## src/rtl/servo_motion_ctrl.sv

```systemverilog
// servo_motion_ctrl: slews the PWM angle toward accepted targets one bounded step per frame,
// then holds for a settle interval before signalling done.
module servo_motion_ctrl #(
  parameter int PERIOD_CYCLES = 1000000,
  parameter int STEP_DEG      = 2,
  parameter int MAX_ANGLE     = 180,
  parameter int SETTLE_FRAMES = 10,
  parameter int INIT_ANGLE    = 0
) (
  input  logic       clk,
  input  logic       rst_n,
  input  logic       cmd_valid,
  input  logic [7:0] cmd_angle,
  output logic       cmd_ready,
  output logic [7:0] angle,
  output logic       frame_start,
  output logic       busy,
  output logic       done,
  output logic       clamped
);
  localparam int CW = PERIOD_CYCLES > 1 ? $clog2(PERIOD_CYCLES) : 1;
  localparam int SW = SETTLE_FRAMES > 0 ? $clog2(SETTLE_FRAMES + 1) : 1;
  localparam logic [7:0] MAX_A  = 8'(MAX_ANGLE);
  localparam logic [7:0] STEP   = 8'(STEP_DEG);
  localparam logic [7:0] INIT_A = 8'(INIT_ANGLE);

  typedef enum logic [1:0] {IDLE, MOVE, SETTLE} state_t;

  state_t        state_q, state_d;
  logic [CW-1:0] cnt_q, cnt_d;
  logic [SW-1:0] settle_q, settle_d;
  logic [7:0]    angle_q, angle_d, target_q, target_d;
  logic [7:0]    clamp_angle, diff, stp, next_angle;
  logic          fs_q, fs_d, done_q, done_d, clamped_q, clamped_d, up, accept;

  always_comb begin
    cnt_d       = cnt_q == CW'(PERIOD_CYCLES - 1) ? '0 : cnt_q + CW'(1);
    fs_d        = cnt_d == '0;
    accept      = cmd_valid && state_q != MOVE;
    clamp_angle = cmd_angle > MAX_A ? MAX_A : cmd_angle;
    up          = target_q > angle_q;
    diff        = up ? target_q - angle_q : angle_q - target_q;
    stp         = diff < STEP ? diff : STEP;
    next_angle  = up ? angle_q + stp : angle_q - stp;
    state_d     = state_q;
    angle_d     = angle_q;
    target_d    = target_q;
    settle_d    = settle_q;
    done_d      = 1'b0;
    clamped_d   = 1'b0;
    // An accept outranks both stepping and settle counting.
    if (accept) begin
      target_d  = clamp_angle;
      clamped_d = cmd_angle > MAX_A;
      settle_d  = '0;
      state_d   = clamp_angle == angle_q ? SETTLE : MOVE;
    end else if (state_q == MOVE && fs_q) begin
      angle_d = next_angle;
      state_d = next_angle == target_q ? SETTLE : MOVE;
    end else if (state_q == SETTLE) begin
      done_d   = settle_q == SW'(SETTLE_FRAMES);
      state_d  = done_d ? IDLE : SETTLE;
      settle_d = !done_d && fs_q ? settle_q + SW'(1) : settle_q;
    end
  end

  always_ff @(posedge clk or negedge rst_n) begin
    if (!rst_n) begin
      state_q   <= IDLE;
      cnt_q     <= '0;
      settle_q  <= '0;
      angle_q   <= INIT_A;
      target_q  <= INIT_A;
      fs_q      <= 1'b0;
      done_q    <= 1'b0;
      clamped_q <= 1'b0;
    end else begin
      state_q   <= state_d;
      cnt_q     <= cnt_d;
      settle_q  <= settle_d;
      angle_q   <= angle_d;
      target_q  <= target_d;
      fs_q      <= fs_d;
      done_q    <= done_d;
      clamped_q <= clamped_d;
    end
  end

  assign cmd_ready   = state_q != MOVE;
  assign busy        = state_q != IDLE;
  assign angle       = angle_q;
  assign frame_start = fs_q;
  assign done        = done_q;
  assign clamped     = clamped_q;
endmodule

```

## config.mk

```make
export PLATFORM = sky130hd
export DESIGN_NAME = servo_motion_ctrl
export DESIGN_NICKNAME = d
export VERILOG_FILES = /design/src/rtl/servo_motion_ctrl.sv
export SDC_FILE = /design/constraint.sdc
export NUM_CORES = 1
export LEC_CHECK = 0
export ABC_AREA = 0
export CAP_MARGIN = 40
export CORE_MARGIN = 5
export CORE_UTILIZATION = 45
export CTS_CLUSTER_SIZE = 20
export DETAILED_ROUTE_END_ITERATION = 8
export PLACE_DENSITY = 0.6
export SYNTH_ARGS = -nofsm -noshare
export SYNTH_HDL_FRONTEND = slang
export SYNTH_SLANG_ARGS = --single-unit
```

## constraint.sdc

```tcl
create_clock -name clk -period 7 [get_ports clk]
set_input_delay 1.05 -clock clk [delete_from_list [all_inputs] [get_ports clk]]
set_output_delay 1.05 -clock clk [all_outputs]
set_load 0.01 [all_outputs]
```

======== Word-level counts from Yosys, hierarchy flattened ========
Index checks and enable logic that the tools add are counted.
word-level totals
  flip-flop bits (word level) ............. 45
  bits of input ports ..................... 11
  output and inout bits ................... 13
  word-level logic and storage cells ...... 56
operators by class
  add/sub/neg operators ................... 6
  $lt $le $gt $ge ......................... 3
  equal/unequal tests ..................... 8
  multiplexer cells ....................... 19
  bitwise logic cells ..................... 1
  reduce and logical (&&, ||, !) cells .... 11
operators with widths
  kind                                                         number
  2-to-1 mux 8 bit                                             4
  subtractor 8 bit                                             3
  adder 20 x 1 -> 20 bit (second input constant)               1
  equality test 20 bit (second input constant)                 1
  zero test 20 bit                                             1
  2-to-1 mux 20 bit                                            1
  equality test 8 bit                                          2
  2-to-1 mux 4 bit                                             4
  2-to-1 mux 2 bit                                             6
  adder 8 bit                                                  1
  greater-than comparator 8 bit                                1
  greater-than comparator 8 bit (second input constant)        1
  less-than comparator 8 x 2 -> 1 bit (second input constant)  1
  nonzero test 2 bit                                           3
  adder 4 x 1 -> 4 bit (second input constant)                 1
  equality test 4 bit (second input constant)                  1
  2-to-1 mux 1 bit                                             4
  logical AND 1 bit                                            3
  AND reduction 3 bit                                          1
  nonzero test 3 bit                                           1
  equality test 2 x 1 -> 1 bit (second input constant)         1
  equality test 2 bit (second input constant)                  1
  inequality test 2 x 1 -> 1 bit (second input constant)       1
  inequality test 2 bit (second input constant)                1
  3 further kinds                                              3

======== Longest topological paths before layout ========
  depth in word-level cells ............... 10
  depth in mapped cells ................... 24
  mapped depth without buffers ............ 23

======== Least setup slack after synthesis ========
No wires, ideal clock.
  kind .................................... register -> register
  from .................................... reg angle_q[0] (netlist: angle[0])
  to ...................................... reg state_q[0]
  library setup time ...................... 128 ps
  arrival time ............................ 4895 ps
  slack ................................... 1977 ps
  stages on the path, launching flop included .. 24
  buffers on the path ..................... 1
  period minus slack after synthesis ...... 5023 ps
  cell sequence ........................... dfrtp_1 -> clkbuf_1 -> inv_1 -> ha_1 -> inv_1 -> fa_1 -> o21bai_1 -> a2111oi_0 -> o221ai_1 -> a211o_1 -> a21o_4 -> ha_1 -> o21ai_0 -> fa_1 -> a21oi_1 -> nor2_1 -> a211o_1 -> a21oi_1 -> xnor2_1 -> xnor2_1 -> and3_1 -> nand2_1 -> o41ai_1 -> nand2_1
on the way
  word-level cells in the longest chain between the ends .. 10
  elaborated cells between the ends (all ways) .. 15
  classes of those cells .................. 4 x add/sub; 2 x order compare; 2 x eq/ne; 7 x mux
RTL lines
  what                                                               line    RTL
  start, declared                                                    32      logic [7:0] angle_q, angle_d, target_q, target_d;
  start signal, assigned                                             81      angle_q <= angle_d;
  subtractor 8 bit or greater-than comparator 8 bit (tied branches)  42, 41
  2-to-1 mux 8 bit                                                   42      diff = up ? target_q - angle_q : angle_q - target_q;
  less-than comparator 8 x 2 -> 1 bit                                43      stp = diff < STEP ? diff : STEP;
  2-to-1 mux 8 bit                                                   43
  subtractor 8 bit or adder 8 bit (tied branches)                    44      next_angle = up ? angle_q + stp : angle_q - stp;
  2-to-1 mux 8 bit                                                   44
  equality test 8 bit                                                59      state_d = next_angle == target_q ? SETTLE : MOVE;
  2-to-1 mux 2 bit                                                   59
  2-to-1 mux 2 bit                                                   57      end else if (state_q == MOVE && fs_q) begin
  2-to-1 mux 2 bit (*)                                               52      if (accept) begin
  end signal, assigned                                               78      state_q <= state_d;
  end, declared                                                      29      state_t state_q, state_d;
Mark *: on every way between the ends. The rest lies on a longest branch, timed or not.
A chain may end at the register's enable or synchronous reset.

======== Worst setup path after layout ========
  from .................................... reg angle_q[1] (netlist: angle[1])
  to ...................................... reg state_q[0]
The elaborated chain is that of the path after synthesis.

==> impl_metrics.ini <==
[floorplan]
core_area_mm2 = 0.00773
die_area_mm2 = 0.00980
die_w_um = 99.0
die_height_um = 99.0
starting_density_of_the_core_pct = 46.1
number_of_rows_created_at_floorplan = 32
num_io_pins = 24

[job]
cap_violations = 0

[detailed_routing]
residual_drc = 0
detail_route.first_pass.iterations = 5
wl_per_cell_um = 16.6
via_per_inst = 5.76
ant_nets = 0
vias = 3047
total_wirelength_of_the_detailed_routed_design_um = 8760
dr.first_iter.drc_count = 208

[global_routing]
track_usage_pct = 19.0
grt_util_met1_pct = 28.1
grt_first_pass_wirelength_um = 15300
use_met2_pct = 29.0
antenna_violations_before_repair = 0
largest_net_degree_at_the_start_of_global_routing = 46
gr-total-overflow = 0
global_route.peak_usage_layer = met2
gr-usage-met3_pct = 3.04
number_of_global_route_vias_before_repair = 3043

[synthesis]
synth-simple-area-share_pct = 22.8
yosys.cell_count.top_type = sky130_fd_sc_hd__dfrtp_1
syn_inst = 407
synth_top_family_by_area = simple AND/OR/NAND/NOR gates
compound_gate_fraction_of_synth_area_pct = 18.7
mapped_nets = 446
post_synth_instance_area_mm2 = 0.00357
netlist-cell-type-count = 59
synth.yosys.seq_area_share_pct = 31.6
synthTopCellsByCount = sky130_fd_sc_hd__dfrtp_1 (45), sky130_fd_sc_hd__nor2_1 (39), sky130_fd_sc_hd__nand2_1 (36)
muxShareOfSynthArea_pct = 1.23
synth_edf_count = 0
synth_async_sr_flop_share_pct = 100
synth-warning-count = 0
yosys_most_used_dff = sky130_fd_sc_hd__dfrtp_1
post_synth_fa_ha_maj_area_fraction_pct = 10.5
synthDominantAreaCellType = sky130_fd_sc_hd__dfrtp_1
post_synth_main_area_contributors = sky130_fd_sc_hd__dfrtp_1 (32%), sky130_fd_sc_hd__ha_1 (8.8%), sky130_fd_sc_hd__xnor2_1 (7.4%)
ys_ff_latch = 45
xor_and_xnor_area_share_after_synthesis_pct = 11.3
post-synth-top-area-fraction_pct = 31.6
syn-mean-instance-area_um2 = 8.76

[finish]
syn_to_final_growth_pct = 11.1
insertedDiodeCount = 0
fraction_of_layout_cells_with_a_size_suffix_above_1_pct = 5.39
final_nets = 465
final_design_area_no_fill_mm2 = 0.00396

[sta]
rsz0062_at_grt = false
hold_viol = 0
whs_ps = 494
worst_slew_pin_slew_ps = 757
timing.final.setup_violations = 0
max_clock_freq_mhz = 182
period_needed_ps = 5500
finalMaxSlewViolations = 0
worst_slew_margin_relative_to_its_limit_pct = 49.4
final.period_utilization_pct = 78.5
timing.setup.tns_ps = 0
worst_clock_skew_ps = 6.91

[clocking]
clkLatencyLatePin_ps = 300
cts_htree_levels = 2
cts_repair_resize_count = 0
cts_hold_buffers = 0
cts_tree = yes
path_clk_slew_ps = 90
cts_inserted_buffers = 5
post_cts_setup_buffer_count = 0
cts_root_buffer = sky130_fd_sc_hd__clkbuf_8
clock-sinks = 45
cts_max_path_buffers = 2

[placement]
postPlaceCellArea_mm2 = 0.00388
placement.io_buffers = 23
final_wtd_congestion = 0.912
dpl.hpwl_um = 6740

[power_and_ir_drop]
clock_power_share_pct = 13.6
power.sequential.fraction_pct = 27.0
power_leakage_uw = 0.00171
switch_share_pct = 46.1
power_density_mw_per_mm2 = 303
peakVddDrop_mv = 0.107
power_switching_uw = 554
comb_power_share_pct = 59.4
power.internal_uw = 647

[critical_path]
setup.worst_path.start_class = flop
crit_arrival_ps = 5680
critPathKind = flop to flop
worstPathMaxFanout = 8
worstPathRequired_ps = 7180
crit_path_end_kind = flop

[worst_hold_path]
min-delay-path-class = flop to flop

[outcome]
run_status = finished, final reports clean
cell families after synthesis:
logic type,after synthesis
XOR/XNOR,46
flip-flops,45
AND/OR/NAND/NOR,156
AO/OA/AOI/OAI,91
buffers and inverters,37
adder cells (fa/ha/maj),28
multiplexers,4
worst max-delay path, cell delays in order (launching register included):
cell and delay, ps:
sky130_fd_sc_hd__dfrtp_1 600, sky130_fd_sc_hd__inv_1 160, sky130_fd_sc_hd__ha_1 360, sky130_fd_sc_hd__nor2b_4 150, sky130_fd_sc_hd__o2111a_1 260, sky130_fd_sc_hd__or3_4 340
sky130_fd_sc_hd__a2111oi_4 400, sky130_fd_sc_hd__nand4_4 200, sky130_fd_sc_hd__a21o_4 290, sky130_fd_sc_hd__ha_1 270, sky130_fd_sc_hd__o21ai_0 150, sky130_fd_sc_hd__fa_1 470
sky130_fd_sc_hd__a21oi_1 210, sky130_fd_sc_hd__nor2_1 60, sky130_fd_sc_hd__a211o_1 260, sky130_fd_sc_hd__a21oi_1 180, sky130_fd_sc_hd__xnor2_1 180, sky130_fd_sc_hd__xnor2_1 150
sky130_fd_sc_hd__and3_1 190, sky130_fd_sc_hd__nand2_1 70, sky130_fd_sc_hd__o41ai_1 340, sky130_fd_sc_hd__nand2_1 90
final timing paths:
path	start	end	slack, ps	depth (start not counted)
worst max-delay path	angle[1]$_DFFE_PN0P_	state_q[0]$_DFFE_PN0P_	1500	21
worst min-delay path	cnt_q[4]$_DFF_PN0_	cnt_q[4]$_DFF_PN0_	490	1
worst max register to register	angle[1]$_DFFE_PN0P_	state_q[0]$_DFFE_PN0P_	1500	21
worst min register to register	cnt_q[4]$_DFF_PN0_	cnt_q[4]$_DFF_PN0_	490	1
max in group asynchronous	rst_n	cnt_q[1]$_DFF_PN0_	5750	2
min in group asynchronous	rst_n	target_q[0]$_DFFE_PN0P_	820	2
cell type report:
| cell class | count | area (um^2) |
|---|---|---|
| clock inverter | 1 | 7.51 |
| timing repair buffer | 24 | 233 |
| tap | 102 | 128 |
| sequential | 45 | 1130 |
| clock buffer | 7 | 76.3 |
| multi-input combinational | 325 | 2300 |
| inverter | 25 | 93.8 |
| fill | 727 | 3770 |
layout by cell type, fill, tap and decap left out, drive strengths merged, types with 5 or more instances in the layout:
cell type,n
a211o,5
a211oi,8
a21o,7
a21oi,17
and3,6
clkbuf,7
clkdlybuf4s50,22
dfrtp,45
ha,25
inv,25
nand2,36
nand2b,7
nand3,17
nand4,8
nor2,39
nor2b,8
nor3,9
nor4,7
o21ai,25
xnor2,30
xor2,16
per-stage QoR:
step           power, uW  cells  utilization (%)  setup WS (ps)
6_report            1200    529             51.3           1500
3_5_place_dp        1030    521             50.2           1520
4_1_cts             1200    529             51.3           1480
3_3_place_gp        1030    521             50.2           1610
5_1_grt             1300    529             51.3           1010
2_1_floorplan        868    407                -           1980
power groups by stage:
| stage | sequential, uW | clock (uW) | combinational (uW) |
|---|---|---|---|
| 6_report | 324 | 163 | 713 |
| 3_3_place_gp | 327 | 0 | 701 |
| 3_5_place_dp | 329 | 0 | 703 |
| 2_1_floorplan | 315 | 0 | 552 |
| 4_1_cts | 324 | 169 | 709 |
| 5_1_grt | 328 | 183 | 792 |
sequential cells by signal, summed over array words and instances (netlist names):
signal and count:
clamped 1, frame_start 1, settle_q 4, target_q 8
done 1, state_q 2, angle 8, cnt_q 20
routing by layer:
| layer | share of wire, % | routed length (um) |
|---|---|---|
| met4 | 1.3 | 118 |
| met1 | 50 | 4340 |
| met2 | 44 | 3860 |
| met5 | 0 | 0 |
| met3 | 5.1 | 444 |
Note: power is estimated with default switching activity, not from simulation.
==> RTL edit 1: new RTL, config.mk and constraints unchanged <==
Set the parameter `PERIOD_CYCLES` to 500000 (it was 1000000).
--- a/src/rtl/servo_motion_ctrl.sv
+++ b/src/rtl/servo_motion_ctrl.sv
@@ -2,5 +2,5 @@
 // then holds for a settle interval before signalling done.
 module servo_motion_ctrl #(
-  parameter int PERIOD_CYCLES = 1000000,
+  parameter int PERIOD_CYCLES = 500000,
   parameter int STEP_DEG      = 2,
   parameter int MAX_ANGLE     = 180,
Function: no difference found for any inputs over 10 cycles, from zero or initial values and one cycle with rst_n low; that may be too few to reach the edited logic, so the function may still have changed.
==> RTL edit 1 against the unedited design <==
  * Sequential cell count decreased by 1
  * Worst setup slack got worse by 0.16 ns
  * Final area fell by 3.8%
  * Power decreased by 0.93%
  * Routed wire length decreased by 7.3%
  * Die area is 4.2% lower
  * Global-route usage decreased by 1.3 points
  * Area after synthesis decreased by 4.6%
  * Critical path type unchanged
  * Highest routed layer unchanged
==> RTL edit 1: results (changes against the unedited design) <==
status: complete, no violations
post-synthesis sequential area ratio: 32.38% (+0.80 points)
Setup WS post-layout: 1.340 ns (-0.1624 ns)
Peak VDD IR: 0.0001133 V (+5.9%)
clk_skew: 0.007500 ns (+0.0005927 ns)
met3 wire length: 288 microns (-35%)
crit path launch: angle[3]$_DFFE_PN0P_
Clk network pwr share: 16.2% (+2.6 points)
internal power: 681.5 uW (+5.4%)
detailed placement HPWL: 6.284 mm (-6.8%)
distinct cell type count of the synthesized netlist: 66 (+12%)
R2R cell count: 20 (-4.8%)
main area contributors after synthesis: dfrtp_1, ha_1, xnor2_1
wire per inst: 15.99 microns (-3.5%)
met1 Resource Use GR: 26.49% (-1.7 points)
crit-path max FO: 10 (+2)
drt first-iter violations: 173 (-17%)
Finished Layout Cells: 508 (-4.0%)
list of most frequent post-synthesis cells: dfrtp_1, nor2_1, inv_1, nand2_1, ha_1
highest routed layer: met4
max FFs per register: 19 (-5.0%)
max incr delay on CP: 0.69 ns (+0.09 ns)
Detailed Routing Iterations Pass 1: 4 (-1)
Synthesized Nets: 427 (-4.3%)
Synth Area per Inst: 8.787 sq um (+0.30%)
seq pwr: 320 uW (-1%)
Final nets: 448 (-3.7%)
pre-CTS setup slack: 1.420 ns (-0.1000 ns)
fillcell total: 738 (+1.5%)
Design Power: 1189 uW (-0.93%)
Slew HR: 43.66% (-5.8 points)
Via density: 5.516 (-4.2%)
first-pass GRT wire length: 13.92 mm (-8.9%)
Critical R2R Capture: state_q[1]$_DFFE_PN0P_
Placed Instance Area: 3702 sq um (-4.5%)
worst hold slack: 0.4973 ns (+0.002863 ns)
met2 routed WL: 3.550 mm (-7.9%)
Max Root-Sink Buffers: 2 (unchanged)
placed cells: 500 (-4.0%)
GP Congestion: 0.9108 (-0.13%)
leakage: 0.001672 uW (-2.1%)
M1 wire length: 4.179 mm (-3.8%)
met3 Resource Use GR: 3.237% (+0.19 points)
[RTL edit 1: layout make-up]
| class | count | area [sq um] | area share [%] |
|---|---|---|---|
| clock buffers | 6 | 72.57 | 1.905 |
| clock inverters | 2 | 35.03 | 0.9195 |
| inverters | 36 | 135.1 | 3.547 |
| multi-input cells | 296 | 2105 | 55.24 |
| flip-flops and latches | 44 | 1101 | 28.90 |
| well taps | 99 | 123.9 | 3.251 |
| repair buffers | 25 | 237.7 | 6.240 |
[RTL edit 1: cell families (layout without fill, tap and decap cells)]
logic type | after synthesis | count (layout) | synth area share [%]
compound gates | 86 | 86 | 17.07
fa+ha+maj | 29 | 29 | 11.33
buf+inv | 47 | 69 | 5.739
simple gates | 136 | 136 | 20.90
mux | 4 | 4 | 1.214
xor+xnor | 41 | 41 | 11.37
flops | 44 | 44 | 32.38
==> RTL edit 2: new RTL, same settings <==
Made on the original files. Encoding of `state_t`: now one-hot (3 bits for 3 states).
--- a/src/rtl/servo_motion_ctrl.sv
+++ b/src/rtl/servo_motion_ctrl.sv
@@ -25,5 +25,5 @@
   localparam logic [7:0] INIT_A = 8'(INIT_ANGLE);
 
-  typedef enum logic [1:0] {IDLE, MOVE, SETTLE} state_t;
+  typedef enum logic [2:0] {IDLE = 3'b001, MOVE = 3'b010, SETTLE = 3'b100} state_t;
 
   state_t        state_q, state_d;
Check against the original RTL: no difference found for any inputs over 10 cycles, from zero or initial values and one cycle with rst_n low; not proved beyond that.
==> RTL edit 2 against the unedited design <==
  * Worst setup slack gained 0.031 ns
  * Routed wire length grew 1.8%
  * Sequential cell count grew 1
  * Power shrank 7.8%
  * Final area grew 1.5%
  * Area after synthesis grew 1.2%
  * Global-route usage shrank 0.12 points
  * Critical endpoint is now state_q[1]$_DFFE_PN0P_
  * Largest cell class unchanged
  * Largest power group unchanged
==> RTL edit 2: results (changes against the unedited design) <==
R2R cell count: 22 (+4.8%)
post-synthesis adder-cell area fraction: 10.68% (+0.22 points)
Signal buffers: 25 (+4.2%)
leakage: 0.001855 uW (+8.6%)
Synthesized Nets: 465 (+4.3%)
crit path launch: angle[4]$_DFFE_PN0P_
M1 wire length: 4.620 mm (+6.4%)
Hold EP: cnt_q[11]$_DFF_PN0_
Final nets: 483 (+3.9%)
fillcell total: 745 (+2.5%)
sequential cells: 46 (+2.2%)
list of most frequent post-synthesis cells: dfrtp_1, inv_1, nand2_1, o21ai_0
Final Util: 51.79% (+0.52 points)
main area contributors after synthesis: dfrtp_1, ha_1, xnor2_1
r2r setup slk: 1.53 ns (+0.03 ns)
clk_skew: 0.005773 ns (-0.001135 ns)
status: complete, no violations
met2 routed WL: 3.899 mm (+1.1%)
first-pass GRT wire length: 15.12 mm (-1.1%)
share of cells above drive strength 1: 3.378% (-2.0 points)
GP Congestion: 0.9381 (+2.9%)
Peak VDD IR: 0.0001502 V (+40%)
Placed Instance Area: 3928 sq um (+1.3%)
max incr delay on CP: 0.51 ns (-0.09 ns)
worst hold slack: 0.5186 ns (+0.02417 ns)
-- RTL edit 2: cell count changes in the layout (fill, tap and decap cells not counted), sizes merged, moves of 5 or more --
cell	before	now
o21ai	25	30
inv	25	38
nor2	39	28
a31oi	2	9
a211oi	8	1
-- RTL edit 2: how the worst max path moves through the flow --
stage                             endpoint  cells after the start
floorplan           state_q[1]$_DFFE_PN0P_                     22
global placement    state_q[1]$_DFFE_PN0P_                     22
detailed placement  state_q[1]$_DFFE_PN0P_                     22
CTS                 state_q[1]$_DFFE_PN0P_                     22
global route        state_q[1]$_DFFE_PN0P_                     22
finish              state_q[1]$_DFFE_PN0P_                     22
-- RTL edit 2: power breakdown --
part | internal, uW | switching, uW | leakage, uW
combinational | 240 | 339 | 0.00121
sequential | 299 | 52.1 | 0.000598
clock | 81.8 | 94.9 | 0.0000489
total | 620 | 486 | 0.00185
-- RTL edit 2: routing by layer --
metal	GRT usage, %	vias to the layer above
met5	0	-
met4	4.727	0
met3	2.805	11
met2	27.94	58
met1	28.86	1462
li1	-	1538
